[src/rtl/lsu_pkg.sv]
// Shared types and constants for the load/store unit.
package lsu_pkg;

  // Memory access width/sign encoding carried in funct3.
  typedef enum logic [2:0] {
    LsByte      = 3'b000,
    LsHalf      = 3'b001,
    LsWord      = 3'b010,
    LsByteU     = 3'b100,
    LsHalfU     = 3'b101
  } funct3_e;

  typedef enum logic [1:0] {
    StIdle,
    StReq,
    StWait,
    StResp
  } lsu_state_e;

  localparam logic [3:0] StrbNone   = 4'b0000;
  localparam logic [3:0] StrbByte0  = 4'b0001;
  localparam logic [3:0] StrbLoHalf = 4'b0011;
  localparam logic [3:0] StrbHiHalf = 4'b1100;
  localparam logic [3:0] StrbWord   = 4'b1111;

endpackage

[src/rtl/load_align.sv]
// Lane select and sign/zero extension of a word read from the data bus.
module load_align
  import lsu_pkg::*;
(
  input  logic [2:0]  funct3_i,
  input  logic [1:0]  addr_i,
  input  logic [31:0] rdata_i,
  output logic [31:0] result_o
);

  logic [7:0]  byte_sel;
  logic [15:0] half_sel;

  // Pick the addressed byte lane.
  always_comb begin
    byte_sel = rdata_i[7:0];
    case (addr_i)
      2'd1:    byte_sel = rdata_i[15:8];
      2'd2:    byte_sel = rdata_i[23:16];
      2'd3:    byte_sel = rdata_i[31:24];
      default: byte_sel = rdata_i[7:0];
    endcase
  end

  assign half_sel = addr_i[1] ? rdata_i[31:16] : rdata_i[15:0];

  // Extend the selected lane; sign comes from the lane, not the bus MSB.
  always_comb begin
    result_o = '0;
    case (funct3_i)
      LsByte:  result_o = {{24{byte_sel[7]}}, byte_sel};
      LsHalf:  result_o = {{16{half_sel[15]}}, half_sel};
      LsWord:  result_o = rdata_i;
      LsByteU: result_o = {24'b0, byte_sel};
      LsHalfU: result_o = {16'b0, half_sel};
      default: result_o = '0;
    endcase
  end

endmodule

[src/rtl/load_store_unit.sv]
// Load/store unit: checks legality/alignment, drives the data bus, returns load data.
module load_store_unit
  import lsu_pkg::*;
#(
  parameter int unsigned ADDR_W = 32,
  parameter int unsigned RD_W   = 5
) (
  input  logic              clk,
  input  logic              rst,
  input  logic              req_valid,
  output logic              req_ready,
  input  logic [3:0]        mem_w,
  input  logic              is_load,
  input  logic [ADDR_W-1:0] addr,
  input  logic [31:0]       wdata,
  input  logic [RD_W-1:0]   rd,
  output logic              bus_req,
  output logic              bus_we,
  output logic [ADDR_W-1:0] bus_addr,
  output logic [3:0]        bus_wstrb,
  output logic [31:0]       bus_wdata,
  input  logic              bus_gnt,
  input  logic              bus_rvalid,
  input  logic [31:0]       bus_rdata,
  output logic              rsp_valid,
  output logic              rsp_err,
  output logic [31:0]       rsp_rdata,
  output logic [RD_W-1:0]   rsp_rd,
  output logic              stall
);

  lsu_state_e        state_q, state_d;
  logic [2:0]        funct3_q;
  logic              is_load_q;
  logic [ADDR_W-1:0] addr_q;
  logic [RD_W-1:0]   rd_q;
  logic              err_q;
  logic              we_q;
  logic [3:0]        wstrb_q;
  logic [31:0]       wdata_q;
  logic [31:0]       rdata_q;
  logic [31:0]       load_result;

  logic              accept;
  logic              acc_ok;
  logic              kind_ok;
  logic              f3_ok;
  logic              aligned;
  logic              is_store;
  logic [3:0]        strb_new;
  logic [31:0]       wdata_new;

  assign accept   = (state_q == StIdle) && req_valid;
  assign is_store = mem_w[0];

  // Classify the incoming request and build its store lanes.
  always_comb begin
    kind_ok   = is_store ^ is_load;
    f3_ok     = 1'b0;
    aligned   = 1'b1;
    strb_new  = StrbNone;
    wdata_new = '0;
    case (mem_w[3:1])
      LsByte: begin
        f3_ok     = 1'b1;
        strb_new  = StrbByte0 << addr[1:0];
        wdata_new = {4{wdata[7:0]}};
      end
      LsHalf: begin
        f3_ok     = 1'b1;
        aligned   = ~addr[0];
        strb_new  = addr[1] ? StrbHiHalf : StrbLoHalf;
        wdata_new = {2{wdata[15:0]}};
      end
      LsWord: begin
        f3_ok     = 1'b1;
        aligned   = (addr[1:0] == 2'b00);
        strb_new  = StrbWord;
        wdata_new = wdata;
      end
      LsByteU: f3_ok = is_load;
      LsHalfU: begin
        f3_ok   = is_load;
        aligned = ~addr[0];
      end
      default: f3_ok = 1'b0;
    endcase
    acc_ok = kind_ok & f3_ok & aligned;
  end

  // Next-state logic.
  always_comb begin
    state_d = state_q;
    unique case (state_q)
      StIdle: if (req_valid) state_d = acc_ok ? StReq : StResp;
      StReq:  if (bus_gnt) state_d = is_load_q ? StWait : StResp;
      StWait: if (bus_rvalid) state_d = StResp;
      StResp: state_d = StIdle;
      default: state_d = StIdle;
    endcase
  end

  // State register.
  always_ff @(posedge clk or posedge rst) begin
    if (rst) state_q <= StIdle;
    else     state_q <= state_d;
  end

  // Request capture at accept and load data capture on rvalid in WAIT.
  always_ff @(posedge clk or posedge rst) begin
    if (rst) begin
      funct3_q  <= '0;
      is_load_q <= 1'b0;
      addr_q    <= '0;
      rd_q      <= '0;
      err_q     <= 1'b0;
      we_q      <= 1'b0;
      wstrb_q   <= '0;
      wdata_q   <= '0;
      rdata_q   <= '0;
    end else if (accept) begin
      funct3_q  <= mem_w[3:1];
      is_load_q <= is_load;
      addr_q    <= addr;
      rd_q      <= rd;
      err_q     <= ~acc_ok;
      we_q      <= acc_ok & is_store;
      wstrb_q   <= (acc_ok & is_store) ? strb_new : StrbNone;
      wdata_q   <= (acc_ok & is_store) ? wdata_new : '0;
      rdata_q   <= '0;
    end else if (state_q == StWait && bus_rvalid) begin
      rdata_q   <= load_result;
    end
  end

  load_align u_load_align (
    .funct3_i (funct3_q),
    .addr_i   (addr_q[1:0]),
    .rdata_i  (bus_rdata),
    .result_o (load_result)
  );

  assign req_ready = (state_q == StIdle) & ~rst;
  assign stall     = (state_q != StIdle);
  assign bus_req   = (state_q == StReq);
  assign bus_we    = we_q;
  assign bus_addr  = {addr_q[ADDR_W-1:2], 2'b00};
  assign bus_wstrb = wstrb_q;
  assign bus_wdata = wdata_q;
  assign rsp_valid = (state_q == StResp);
  assign rsp_err   = err_q & rsp_valid;
  assign rsp_rdata = rdata_q;
  assign rsp_rd    = rd_q;

endmodule

[config.mk]
export PLATFORM = sky130hd
export DESIGN_NAME = load_store_unit
export DESIGN_NICKNAME = d
export VERILOG_FILES = /design/src/rtl/lsu_pkg.sv /design/src/rtl/load_align.sv /design/src/rtl/load_store_unit.sv
export SDC_FILE = /design/constraint.sdc
export NUM_CORES = 1
export LEC_CHECK = 0
export BUFFER_PORTS_ARGS = -buffer_cell sky130_fd_sc_hd__buf_2
export CAP_MARGIN = 30
export CORE_MARGIN = 2
export CORE_UTILIZATION = 49
export DETAILED_ROUTE_END_ITERATION = 7
export GPL_TIMING_DRIVEN = 1
export PLACE_DENSITY = 0.81
export SYNTH_ARGS = -nofsm -noshare
export SYNTH_HDL_FRONTEND = slang
export SYNTH_SLANG_ARGS = --single-unit
export TNS_END_PERCENT = 1
[constraint.sdc]
create_clock -name clk -period 4.34 [get_ports clk]
set_clock_uncertainty 0.05 [all_clocks]
set_input_delay 0.217 -clock clk [delete_from_list [all_inputs] [get_ports clk]]
set_output_delay 0.217 -clock clk [all_outputs]
set_load 0.01 [all_outputs]
==> impl_metrics.ini <==
[status]
run_status = finished, violations left
failed_checks = negative hold slack

[critical_path]
critical_path_arrival_ns = 3.06
max_stage_delay_ns = 0.81
crit_chain = inv_1 > ha_1 > and2_2 > nand2_1 > nor3_4 > buf_4 > a32o_1
worst_r2r_startpoint = state_q[1]$_DFFE_PP0P_
cp_max_fo = 40
element_type_at_the_critical_path_end = flop
worstSetupPathType = reg2reg
r2r-end = bus_wstrb[3]$_DFFE_PP0P_
startpoint_class_of_the_critical_path = flop
r2r_cells = 7
timing.reg2reg.setup_slack_ns = 1.57
critical-path-slowest-cell = and2_2
critPathRequiredTime_ns = 4.63

[floorplanning]
design.portCount = 222
dieWidth_um = 110.1
die_h_um = 110.1
design.core.area_um2 = 10940
start_util = 0.5045
number_of_rows_in_the_core_area = 38
die_area_um2 = 12120

[place]
dp.final_hpwl_mm = 10.45
placed_cells = 783
standard_cell_area_after_detailed_placement_um2 = 6419
portBuffers = 219
gp_routability_congestion = 0.9220

[pwr]
power.density_cell_area_nw_per_um2 = 635.3
p_total_uw = 4731
total_leakage_power_uw = 0.003835
vdd.ir_drop.worst_mv = 0.3568

[synthesis]
synth_sequential_area_ratio = 0.5126
ys_ff_latch = 113
synth.area.top_cells = dfrtp_1, mux2_1, a22o_1, buf_4, a221o_1
synth_top_area_share = 0.5126
synth_cells = 483
synth_enable_flop_cells = 0
synthDominantAreaCellType = dfrtp_1
syn_area_um2 = 5517
synth_flop_type = dfrtp_1
yosys_warnings = 0
proportion_of_synthesized_flip_flops_having_asynchronous_set_or_reset = 1.000
postSynthAreaPerCell_um2 = 11.42
synth.distinct_cells = 44

[final_layout]
num-nets-final = 821
n_antenna_cell = 0
most_common_cell_after_layout_fill_and_taps_aside = buf_2
post_layout_nonfiller_instances = 858
share_of_cells_above_drive_strength_1 = 0.3663
finalInstanceArea_um2 = 7447
final-seq-area_um2 = 2828
multi_input_combinational_cell_area_um2 = 2257
n_fill_cell = 816
final_cell_mix = buf_2, dfrtp_1, dlygate4sd3_1, mux2_1, a22o_1
area_growth_syn_to_layout_pct = 35.00

[sta]
worst_slew_pin_slew_ns = 1.102
whs_ns = -0.03553
finalCritPeriodShare = 0.6373
hold_viol_final = 31
finalSetupTns_ns = 0
period_needed_ns = 2.766
timing_max_transition_violations_final = 0
fmax_mhz = 361.6
relSlewSlack = 0.2626
grt_setup_unrepaired = no
setup_viol = 0

[min_path]
holdCritPathClass = in2async

[clock_tree]
tritoncts = built
cts_made_buffers = 17
cts_num_sinks = 113
clock_tree.root_cell = clkbuf_16
clock_latency_late_sink_ns = 0.41
clockBufferDepth = 2
clk_pin_slew_ns = 0.05
htree_levels = 4

[drt]
vias = 4855
routed_via_density = 5.659
drc = 0
drt.antenna.violating_nets = 0
detail_route.first_pass.iterations = 5
detail_route.wl_per_cell_um = 18.38
finalWirelength_mm = 15.77
detail_route.iter0.violations = 405

[global_routing]
overflow_left_after_global_routing = 0
wire_length_of_the_first_global_routing_pass_mm = 24.16
grt_pass1_vias = 4764
initial_antenna_violation_count = 0
grt_max_degree = 75
groute.usage.overall = 0.2622

[flow_run]
max_cap_viol_count = 0
[metal layers]
metal  vias to the layer above  routed length (µm)  track usage
met3                        57                1313      0.07172
li1                       2182                   -            -
met1                      2352                6231       0.3244
met5                         -                   0            0
met2                       264                7486       0.4150
met4                         0                 740       0.1473
[report_power, final]
group	switching [µW]	internal, µW
Combinational	858	760
Sequential	290	1420
Clock	512	891
Total	1660	3070
[worst max-delay path: cells and delay by family, from the launching register on]
family / cells / cell delay (ns)
flip-flops: 1 / 0.42
adder cells (fa/ha/maj): 1 / 0.22
AND/OR/NAND/NOR: 3 / 1.24
AO/OA/AOI/OAI: 1 / 0.24
buffers and inverters: 2 / 0.52
[worst max path at each step]
| stage | cells after the start | to | slack, ns | start |
|---|---|---|---|---|
| final | 7 | bus_wstrb[3]$_DFFE_PP0P_ | 1.57 | state_q[1]$_DFFE_PP0P_ |
| after global routing | 7 | bus_wstrb[0]$_DFFE_PP0P_ | 1.34 | state_q[0]$_DFFE_PP0P_ |
| after CTS | 7 | bus_wstrb[3]$_DFFE_PP0P_ | 1.56 | state_q[1]$_DFFE_PP0P_ |
| after detailed placement | 7 | bus_wstrb[0]$_DFFE_PP0P_ | 1.60 | state_q[1]$_DFFE_PP0P_ |
| after global placement | 7 | bus_wstrb[0]$_DFFE_PP0P_ | 1.74 | state_q[0]$_DFFE_PP0P_ |
| after floorplan | 1 | addr_q[0]$_DFFE_PP0P_ | 1.09 | rst |
[cell usage after synthesis, types with 2 or more instances]
cell / number
nand4_1: 2
nand2b_1: 4
a211oi_1: 9
nor2b_1: 20
and2_1: 2
a32o_1: 4
o21ai_1: 12
clkbuf_1: 17
nor2_1: 20
nor3b_1: 3
a221o_1: 16
buf_4: 35
buf_6: 4
ha_1: 5
o21ai_0: 19
a2bb2oi_1: 7
mux2i_1: 15
o31ai_1: 7
inv_1: 7
dfrtp_1: 113
a22o_1: 32
mux2_1: 41
nand2_1: 29
buf_2: 7
a221oi_1: 2
a21o_1: 16
a21oi_1: 18
[through the flow]
stage	utilization	hold slack [ns]	worst slack, ns
floorplan	-	0.2987	1.086
global placement	0.5870	0.3831	1.744
detailed placement	0.5870	0.3893	1.599
CTS	0.6810	0.001687	1.564
global route	0.6810	0.006400	1.338
finish	0.6810	-0.03553	1.574
[cell families after synthesis]
group | synth area share
simple gates | 0.07961
fa+ha+maj | 0.01134
compound gates | 0.1973
mux | 0.1170
xor+xnor | 0.001588
buf+inv | 0.07983
other cells | 0.0006798
flops | 0.5126
[area by class of cell]
type	count	share of cell area
Sequential cell	113	0.3797
Multi-Input combinational cell	299	0.3031
Timing Repair Buffer	266	0.2090
Tap cell	140	0.02352
Clock inverter	12	0.01764
Inverter	8	0.004368
Clock buffer	20	0.06267
[repair_timing]
item / CTS / global route
resized for setup: 0 / 0
hold buffers: 43 / 0
buffers inserted: 0 / 0
hold endpoints to repair: 43 / 0
[state kept, by name, summed over array words and instances, names as in the netlist]
name       count
addr_q        32
bus_wdata     32
bus_we         1
bus_wstrb      4
err_q          1
funct3_q       3
is_load_q      1
rsp_rd         5
rsp_rdata     32
state_q        2
(Power assumes the default switching activity.)
